<file path="src/rtl/shift_pipe_pkg.sv">
// Shared types and helpers for the shift_pipe delay line.
// Optional stage parity storage: SHIFT_PIPE_PARITY_EN.
package shift_pipe_pkg;

  typedef enum logic [1:0] {
    HOLD   = 2'b00,
    SHIFT  = 2'b01,
    ROTATE = 2'b10,
    LOAD   = 2'b11
  } mode_e;

  typedef enum logic [1:0] {
    SEL_HOLD = 2'b00,
    SEL_PREV = 2'b01,
    SEL_LOAD = 2'b10
  } sel_e;

  localparam int PAR_MAXW = 64;

  // Even parity: stored bit makes word+parity hold an even count of ones.
  function automatic logic f_parity(input logic [PAR_MAXW-1:0] word);
    return ^word;
  endfunction

endpackage

</file>
<file path="src/rtl/shift_pipe_stage.sv">
// One delay-line stage: word, valid flag and optional parity bit.
// Parity storage present only with SHIFT_PIPE_PARITY_EN.
module shift_pipe_stage
  import shift_pipe_pkg::*;
#(
  parameter int WIDTH = 8
) (
  input  logic             clk160_i,
  input  logic             rstn_i,
  input  logic             clear_i,
  input  sel_e             sel_i,
  input  logic [WIDTH-1:0] prev_data_i,
  input  logic             prev_vld_i,
  input  logic [WIDTH-1:0] load_data_i,
`ifdef SHIFT_PIPE_PARITY_EN
  input  logic             prev_par_i,
  output logic             par_o,
  output logic             par_bad_o,
`endif
  output logic [WIDTH-1:0] data_o,
  output logic             vld_o
);

  logic [WIDTH-1:0] r_data;
  logic             r_vld;
  logic [WIDTH-1:0] w_data_nxt;
  logic             w_vld_nxt;

  always_comb begin
    w_data_nxt = r_data;
    w_vld_nxt  = r_vld;
    unique case (1'b1)
      sel_i == SEL_PREV: begin
        w_data_nxt = prev_data_i;
        w_vld_nxt  = prev_vld_i;
      end
      sel_i == SEL_LOAD: begin
        w_data_nxt = load_data_i;
        w_vld_nxt  = 1'b1;
      end
      default: ;
    endcase
  end

  always_ff @(posedge clk160_i or negedge rstn_i) begin
    if (!rstn_i) begin
      r_data <= '0;
      r_vld  <= 1'b0;
    end else if (clear_i) begin
      r_data <= '0;
      r_vld  <= 1'b0;
    end else begin
      r_data <= w_data_nxt;
      r_vld  <= w_vld_nxt;
    end
  end

  assign data_o = r_data;
  assign vld_o  = r_vld;

`ifdef SHIFT_PIPE_PARITY_EN
  logic r_par;
  logic w_par_nxt;

  always_comb begin
    w_par_nxt = r_par;
    unique case (1'b1)
      sel_i == SEL_PREV: w_par_nxt = prev_par_i;
      sel_i == SEL_LOAD: w_par_nxt = f_parity(PAR_MAXW'(load_data_i));
      default: ;
    endcase
  end

  always_ff @(posedge clk160_i or negedge rstn_i) begin
    if (!rstn_i)      r_par <= 1'b0;
    else if (clear_i) r_par <= 1'b0;
    else              r_par <= w_par_nxt;
  end

  assign par_o     = r_par;
  assign par_bad_o = r_vld & (f_parity(PAR_MAXW'(r_data)) != r_par);
`endif

endmodule

</file>
<file path="src/rtl/shift_pipe_param.sv">
// Parametrised WIDTH x DEPTH shift/rotate/load delay line with fill count.
// Optional stage parity checking: SHIFT_PIPE_PARITY_EN.
module shift_pipe_param
  import shift_pipe_pkg::*;
#(
  parameter  int WIDTH = 8,
  parameter  int DEPTH = 4,
  localparam int TAPW  = $clog2(DEPTH),
  localparam int CNTW  = $clog2(DEPTH + 1)
) (
  input  logic                   clk160_i,
  input  logic                   rstn_i,
  input  logic                   clear_i,
  input  logic [1:0]             mode_i,
  input  logic [WIDTH-1:0]       data_i,
  input  logic                   valid_i,
  input  logic [WIDTH*DEPTH-1:0] load_i,
  input  logic [TAPW-1:0]        tap_sel_i,
  output logic [WIDTH-1:0]       data_o,
  output logic                   valid_o,
  output logic [WIDTH-1:0]       tap_o,
  output logic [WIDTH*DEPTH-1:0] par_o,
  output logic [CNTW-1:0]        fill_o,
  output logic                   full_o,
`ifdef SHIFT_PIPE_PARITY_EN
  output logic                   parity_err_o,
`endif
  output logic                   empty_o
);

  mode_e                  w_mode;
  sel_e                   w_sel;
  logic [WIDTH*DEPTH-1:0] w_words;
  logic [DEPTH-1:0]       w_vld;
  logic [CNTW-1:0]        r_fill;
  logic [WIDTH-1:0]       w_tap;

  assign w_mode = mode_e'(mode_i);

  always_comb begin
    w_sel = SEL_HOLD;
    unique case (1'b1)
      w_mode == SHIFT,
      w_mode == ROTATE: w_sel = SEL_PREV;
      w_mode == LOAD:   w_sel = SEL_LOAD;
      default: ;
    endcase
  end

`ifdef SHIFT_PIPE_PARITY_EN
  logic [DEPTH-1:0] w_par;
  logic [DEPTH-1:0] w_par_bad;
  logic             r_par_err;
`endif

  for (genvar k = 0; k < DEPTH; k++) begin : g_stage
    logic [WIDTH-1:0] w_prev_d;
    logic             w_prev_v;
`ifdef SHIFT_PIPE_PARITY_EN
    logic             w_prev_p;
`endif
    if (k == 0) begin : g_head
      // Stage 0 takes the serial input, or the last stage when rotating.
      assign w_prev_d = (w_mode == ROTATE) ?
        w_words[(DEPTH-1)*WIDTH +: WIDTH] : data_i;
      assign w_prev_v = (w_mode == ROTATE) ?
        w_vld[DEPTH-1] : valid_i;
`ifdef SHIFT_PIPE_PARITY_EN
      assign w_prev_p = (w_mode == ROTATE) ?
        w_par[DEPTH-1] : f_parity(PAR_MAXW'(data_i));
`endif
    end else begin : g_body
      assign w_prev_d = w_words[(k-1)*WIDTH +: WIDTH];
      assign w_prev_v = w_vld[k-1];
`ifdef SHIFT_PIPE_PARITY_EN
      assign w_prev_p = w_par[k-1];
`endif
    end

    shift_pipe_stage #(
      .WIDTH(WIDTH)
    ) u_stage (
      .clk160_i   (clk160_i),
      .rstn_i     (rstn_i),
      .clear_i    (clear_i),
      .sel_i      (w_sel),
      .prev_data_i(w_prev_d),
      .prev_vld_i (w_prev_v),
      .load_data_i(load_i[k*WIDTH +: WIDTH]),
`ifdef SHIFT_PIPE_PARITY_EN
      .prev_par_i (w_prev_p),
      .par_o      (w_par[k]),
      .par_bad_o  (w_par_bad[k]),
`endif
      .data_o     (w_words[k*WIDTH +: WIDTH]),
      .vld_o      (w_vld[k])
    );
  end

  always_ff @(posedge clk160_i or negedge rstn_i) begin
    if (!rstn_i) begin
      r_fill <= '0;
    end else if (clear_i) begin
      r_fill <= '0;
    end else begin
      unique case (1'b1)
        w_mode == SHIFT:
          r_fill <= r_fill + CNTW'(valid_i)
                  - CNTW'(w_vld[DEPTH-1]);
        w_mode == LOAD:
          r_fill <= CNTW'(DEPTH);
        default: ;
      endcase
    end
  end

  // Out-of-range selects (non-power-of-two DEPTH) read as zero.
  always_comb begin
    w_tap = '0;
    for (int k = 0; k < DEPTH; k++) begin
      if (tap_sel_i == TAPW'(k))
        w_tap = w_words[k*WIDTH +: WIDTH];
    end
  end

`ifdef SHIFT_PIPE_PARITY_EN
  always_ff @(posedge clk160_i or negedge rstn_i) begin
    if (!rstn_i)         r_par_err <= 1'b0;
    else if (clear_i)    r_par_err <= 1'b0;
    else if (|w_par_bad) r_par_err <= 1'b1;
  end

  assign parity_err_o = r_par_err;
`endif

  assign data_o  = w_words[(DEPTH-1)*WIDTH +: WIDTH];
  assign valid_o = w_vld[DEPTH-1];
  assign tap_o   = w_tap;
  assign par_o   = w_words;
  assign fill_o  = r_fill;
  assign full_o  = (r_fill == CNTW'(DEPTH));
  assign empty_o = (r_fill == '0);

endmodule

</file>
<file path="config.mk">
export PLATFORM = sky130hd
export DESIGN_NAME = shift_pipe_param
export DESIGN_NICKNAME = d
export VERILOG_FILES = /design/src/rtl/shift_pipe_pkg.sv /design/src/rtl/shift_pipe_stage.sv /design/src/rtl/shift_pipe_param.sv
export SDC_FILE = /design/constraint.sdc
export NUM_CORES = 1
export LEC_CHECK = 0
export ABC_AREA = 0
export BUFFER_PORTS_ARGS = -buffer_cell sky130_fd_sc_hd__buf_2
export CORE_UTILIZATION = 52
export CTS_CLUSTER_DIAMETER = 50
export DETAILED_ROUTE_END_ITERATION = 6
export PLACE_DENSITY = 0.86
export SYNTH_ARGS = -nofsm -noshare
export SYNTH_HDL_FRONTEND = slang
export SYNTH_SLANG_ARGS = --single-unit
</file>
<file path="constraint.sdc">
create_clock -name clk160_i -period 5 [get_ports clk160_i]
set_input_delay 1 -clock clk160_i [delete_from_list [all_inputs] [get_ports clk160_i]]
set_output_delay 1 -clock clk160_i [all_outputs]
set_load 0.01 [all_outputs]
</file>
Word level (Yosys, flattened, before mapping):

Index checks and enable logic that the tools add are counted.

* bits in registers: 39
* input bits: 48
* output and inout port bits: 54
* word-level logic and storage cells: 50

* add/subtract/negate cells: 2
* eq/ne operators: 9
* mux-type cells: 25
* reductions and logical operators: 5

Operators with widths (number)
* 8-bit 2-to-1 mux: 9
* 8-bit one-hot mux with 2 select lines: 4
* 2-bit equality test, second input constant: 5
* 1-bit one-hot mux with 2 select lines: 4
* 2-bit by 1-bit equality test with 1-bit output, second input constant: 3
* 3-bit one-hot mux with 2 select lines: 1
* 3-bit nonzero test: 2
* 1-bit 2-to-1 mux: 5
* 2-bit one-hot mux with 2 select lines: 1
* 3-bit by 1-bit adder with 3-bit output: 1
* 3-bit equality test, second input constant: 1
* 3-bit zero test: 1
* 3-bit 2-to-1 mux: 1
* 3-bit by 1-bit subtractor with 3-bit output: 1
* 2-bit zero test: 1
* 2-bit OR reduction: 1

Longest topological paths before layout:

* depth after elaboration: 6
* mapped depth: 9
* depth with buffers taken out: 9

Cells and area by module:

A second synthesis with hierarchy kept.

* cell total of the unflattened synthesis: 226
* area total of the unflattened synthesis: 2665.1 µm²

By module, submodules not included
* shift_pipe_stage: instances 4, cells an instance 43, area each 513.0 µm², sequential area each 225.2 µm²
* shift_pipe_param: instances 1, cells an instance 54, area each 613.1 µm², sequential area each 75.1 µm²

Worst setup path before layout:

Ideal clock, no wire load.

* path kind: input-to-output
* start point: input port tap_sel_i[0]
* end point: output port tap_o[0]
* arrival time: 1756 ps
* required time: 4000 ps
* slack: 2244 ps
* cell stages on the path: 2
* buffers on the path: 1
* cell sequence: buf_2 mux4_2

* cells in the longest elaborated chain, start to end: 5
* elaborated cells between the ends (all ways): 8
* classes of those cells: 3 x eq/ne; 4 x mux; 1 x reduce/logical

Ends and longest elaborated chain
* start: declaration: RTL line shift_pipe_param.sv:18 `input logic [TAPW-1:0] tap_sel_i,`
* 2-bit zero test: RTL line shift_pipe_param.sv:121 `if (tap_sel_i == TAPW'(k))`
* 8-bit 2-to-1 mux (3 in series): RTL line shift_pipe_param.sv:121
* 8-bit 2-to-1 mux (*): RTL line shift_pipe_param.sv:121
* end: declaration: RTL line shift_pipe_param.sv:21 `output logic [WIDTH-1:0] tap_o,`

Every way passes the cells marked *; elsewhere a longest branch is shown, timed or not.

Worst setup path after layout:

Same ends and word-level chain as after synthesis.

==> results.md <==
- Area grow syn2layout: 21.8%
- Vias per std cell: 5.63
- Initial DRC Count: 117
- RSZ-0062 raised after global routing: false
- Initial Utilization: 54.8%
- # port buffers: 101
- Slew HR: 23.9%
- Clock skew after layout: 7.72 ps
- Clock latency on the worst-skew pair: 300 ps
- Initial DRT Pass Iterations: 4
- Asr flop ratio synth: 100%
- Most frequent cells in the layout: buf_2 (101), nand2_1 (50), dfrtp_1 (39)
- Final core utilization: 66.7%
- Final setup vio count: 0
- Count of final hold-check violations: 0
- Global route overflow: 0
- Status: completed
- Mean post-synth cell area: 10.2 sq um
- Routability congestion estimate: 0.857
- Post-CTS sizing: 0
- Hold Path Class: reg -> reg
- Syn_nets: 289
- CP endpoint kind: primary output
- Sequential area share after synthesis: 40.4%
- Post-synthesis cell type count: 30
- CTS H-tree lvls: 2
- Number of synthesized flops with an enable pin: 0
- Worst EP arrival: 1990 ps
- Yosys warning count: 0
- CP Max Fanout: 8
- Pwr/cell area: 287 nW/um^2
- Clock sink count: 39
- Final period util: 59.8%
- Layout Nets: 374
- Initial antenna violation count: 0
- Global-route wire length before repair: 9.92 mm
- Max clock buf depth: 2
- Startpoint Class: input port
- Final min period: 2990 ps
- Logic pwr share: 24.4%
- Worst Path Required: 4000 ps
- Power, Total: 0.000846 W
- Post-route ant nets: 0
- WS Path Type: in -> out
- Clk root buf: clkbuf_8
- Fmax: 334 MHz
- Sw Pwr: 0.000246 W
- Worst-path clk slew: 70 ps
- Final Max Slew Viols: 0
- Core footprint: 4410 sq um
- WL/cell: 16.0 um
- Commonest non-fill, non-tap cell in the layout: buf_2
- VDD IR-drop max: 0.246 mV
- DPL Wire Length: 4.11 mm
- Num ports: 102
- Die H: 70.2 um
- Sw Share: 29.1%
- Synth Register Bits: 39
- Die footprint: 4930 sq um
- Die Width: 70.2 um
- Pint: 0.000599 W
- CTS tree: yes
- Clock share of power: 32.6%
- Share of cells above drive strength 1: 46.3%
- Setup TNS: 0 ps
- CTS Buf Count: 5
- Sequential share of power: 43.0%
- Mapped Area: 2420 sq um
- Top_reg_cell synth: dfrtp_1
- Post-CTS Setup Bufs: 0
- ANT cells: 0
- Largest net degree at the start of global routing: 40
- Filler cell count: 387
- WL final: 5.99 mm
- Post-synthesis cell count: 236
- Vias: 2107
- Leak: 1.51 nW
- Residual DRC count: 0
- Worst-margin pin slew: 1140 ps
- CTS hold repair buffers: 0
- Global-route usage over all layers: 26.0%
- Core Rows: 24
- Vias in the first global route: 2024
- Max-cap viol count: 0
[power groups by stage]
stage | Combinational (W) | Clock (W) | Sequential, W
global placement | 0.000201 | 0 | 0.000368
floorplan | 0.000132 | 0 | 0.000374
CTS | 0.000208 | 0.000279 | 0.000363
detailed placement | 0.000206 | 0 | 0.000369
finish | 0.000206 | 0.000276 | 0.000364
global route | 0.000226 | 0.000292 | 0.000367
[worst max-delay path, cell delays in order]
cell    delay (ps)
buf_2          270
mux4_2         560
buf_2          160
[Yosys cell counts (3+ instances only)]
| master | count | share of area [%] |
|---|---|---|
| a211oi_1 | 9 | 2.8 |
| buf_2 | 5 | 1.0 |
| mux2_4 | 5 | 3.1 |
| o21ai_0 | 8 | 1.7 |
| buf_4 | 11 | 3.4 |
| mux2i_1 | 5 | 2.1 |
| a21oi_2 | 5 | 1.8 |
| and2b_1 | 5 | 1.6 |
| clkbuf_1 | 5 | 0.78 |
| mux4_2 | 8 | 7.5 |
| o2bb2ai_1 | 8 | 2.9 |
| inv_1 | 6 | 0.93 |
| nand2_1 | 50 | 7.8 |
| nor2b_1 | 3 | 0.78 |
| ha_1 | 4 | 2.1 |
| dfrtp_1 | 39 | 40 |
| mux2_2 | 19 | 8.9 |
| a21oi_1 | 24 | 5.0 |
| nor2_1 | 5 | 0.78 |
[area by class of cell]
class                      count  area, sq um  share of cell area (%)
multi-input combinational    166         1240                    42.2
sequential                    39          976                    33.1
timing repair buffer         103          520                    17.7
clock buffer                   6         82.6                    2.80
tap                           52         65.1                    2.21
clock inverter                 2         35.0                    1.19
inverter                       6         22.5                   0.765
[cells by family after synthesis]
| logic type | Yosys count | synth area share, % |
|---|---|---|
| AND/OR/NAND/NOR | 68 | 12.2 |
| AO/OA/AOI/OAI | 55 | 14.5 |
| flip-flops | 39 | 40.4 |
| multiplexers | 37 | 21.5 |
| buffers and inverters | 31 | 8.23 |
| adder cells (fa/ha/maj) | 5 | 2.90 |
| XOR/XNOR | 1 | 0.362 |
[stage by stage]
step	cell area, sq um	worst slack, ps	hold WS [ps]	std cells
finish	2940	2010	598	374
global route	2940	1880	638	374
CTS	2940	1990	592	374
detailed placement	2830	1720	582	366
global placement	2830	1810	557	366
floorplan	2420	2240	540	236
[path summary, 6_finish.rpt]
check,startpoint,slack [ps],depth (start not counted),to
worst min register to register,g_stage[0].u_stage.vld_o,600,2,g_stage[0].u_stage.vld_o
worst min-delay path,g_stage[0].u_stage.vld_o,600,2,g_stage[0].u_stage.vld_o
worst max register to register,fill_o[0],2950,9,fill_o[2]
max in group asynchronous,rstn_i,3610,1,g_stage[1].u_stage.data_o[1]
worst max-delay path,tap_sel_i[0],2010,3,tap_o[0]
min in group asynchronous,rstn_i,830,1,g_stage[1].u_stage.data_o[5]
[layer usage]
| layer | routed length [um] | up-vias | track usage (%) |
|---|---|---|---|
| li1 | - | 993 | - |
| met3 | 404 | 11 | 3.90 |
| met4 | 122 | 0 | 10.0 |
| met5 | 0 | - | 0 |
| met1 | 2520 | 1010 | 35.4 |
| met2 | 2940 | 93 | 41.9 |
[sequential cells by signal, summed over array words and instances (netlist names)]
name and count:
g_stage.u_stage.vld_o 4, fill_o 3, g_stage.u_stage.data_o 32
(Power assumes the default switching activity.)
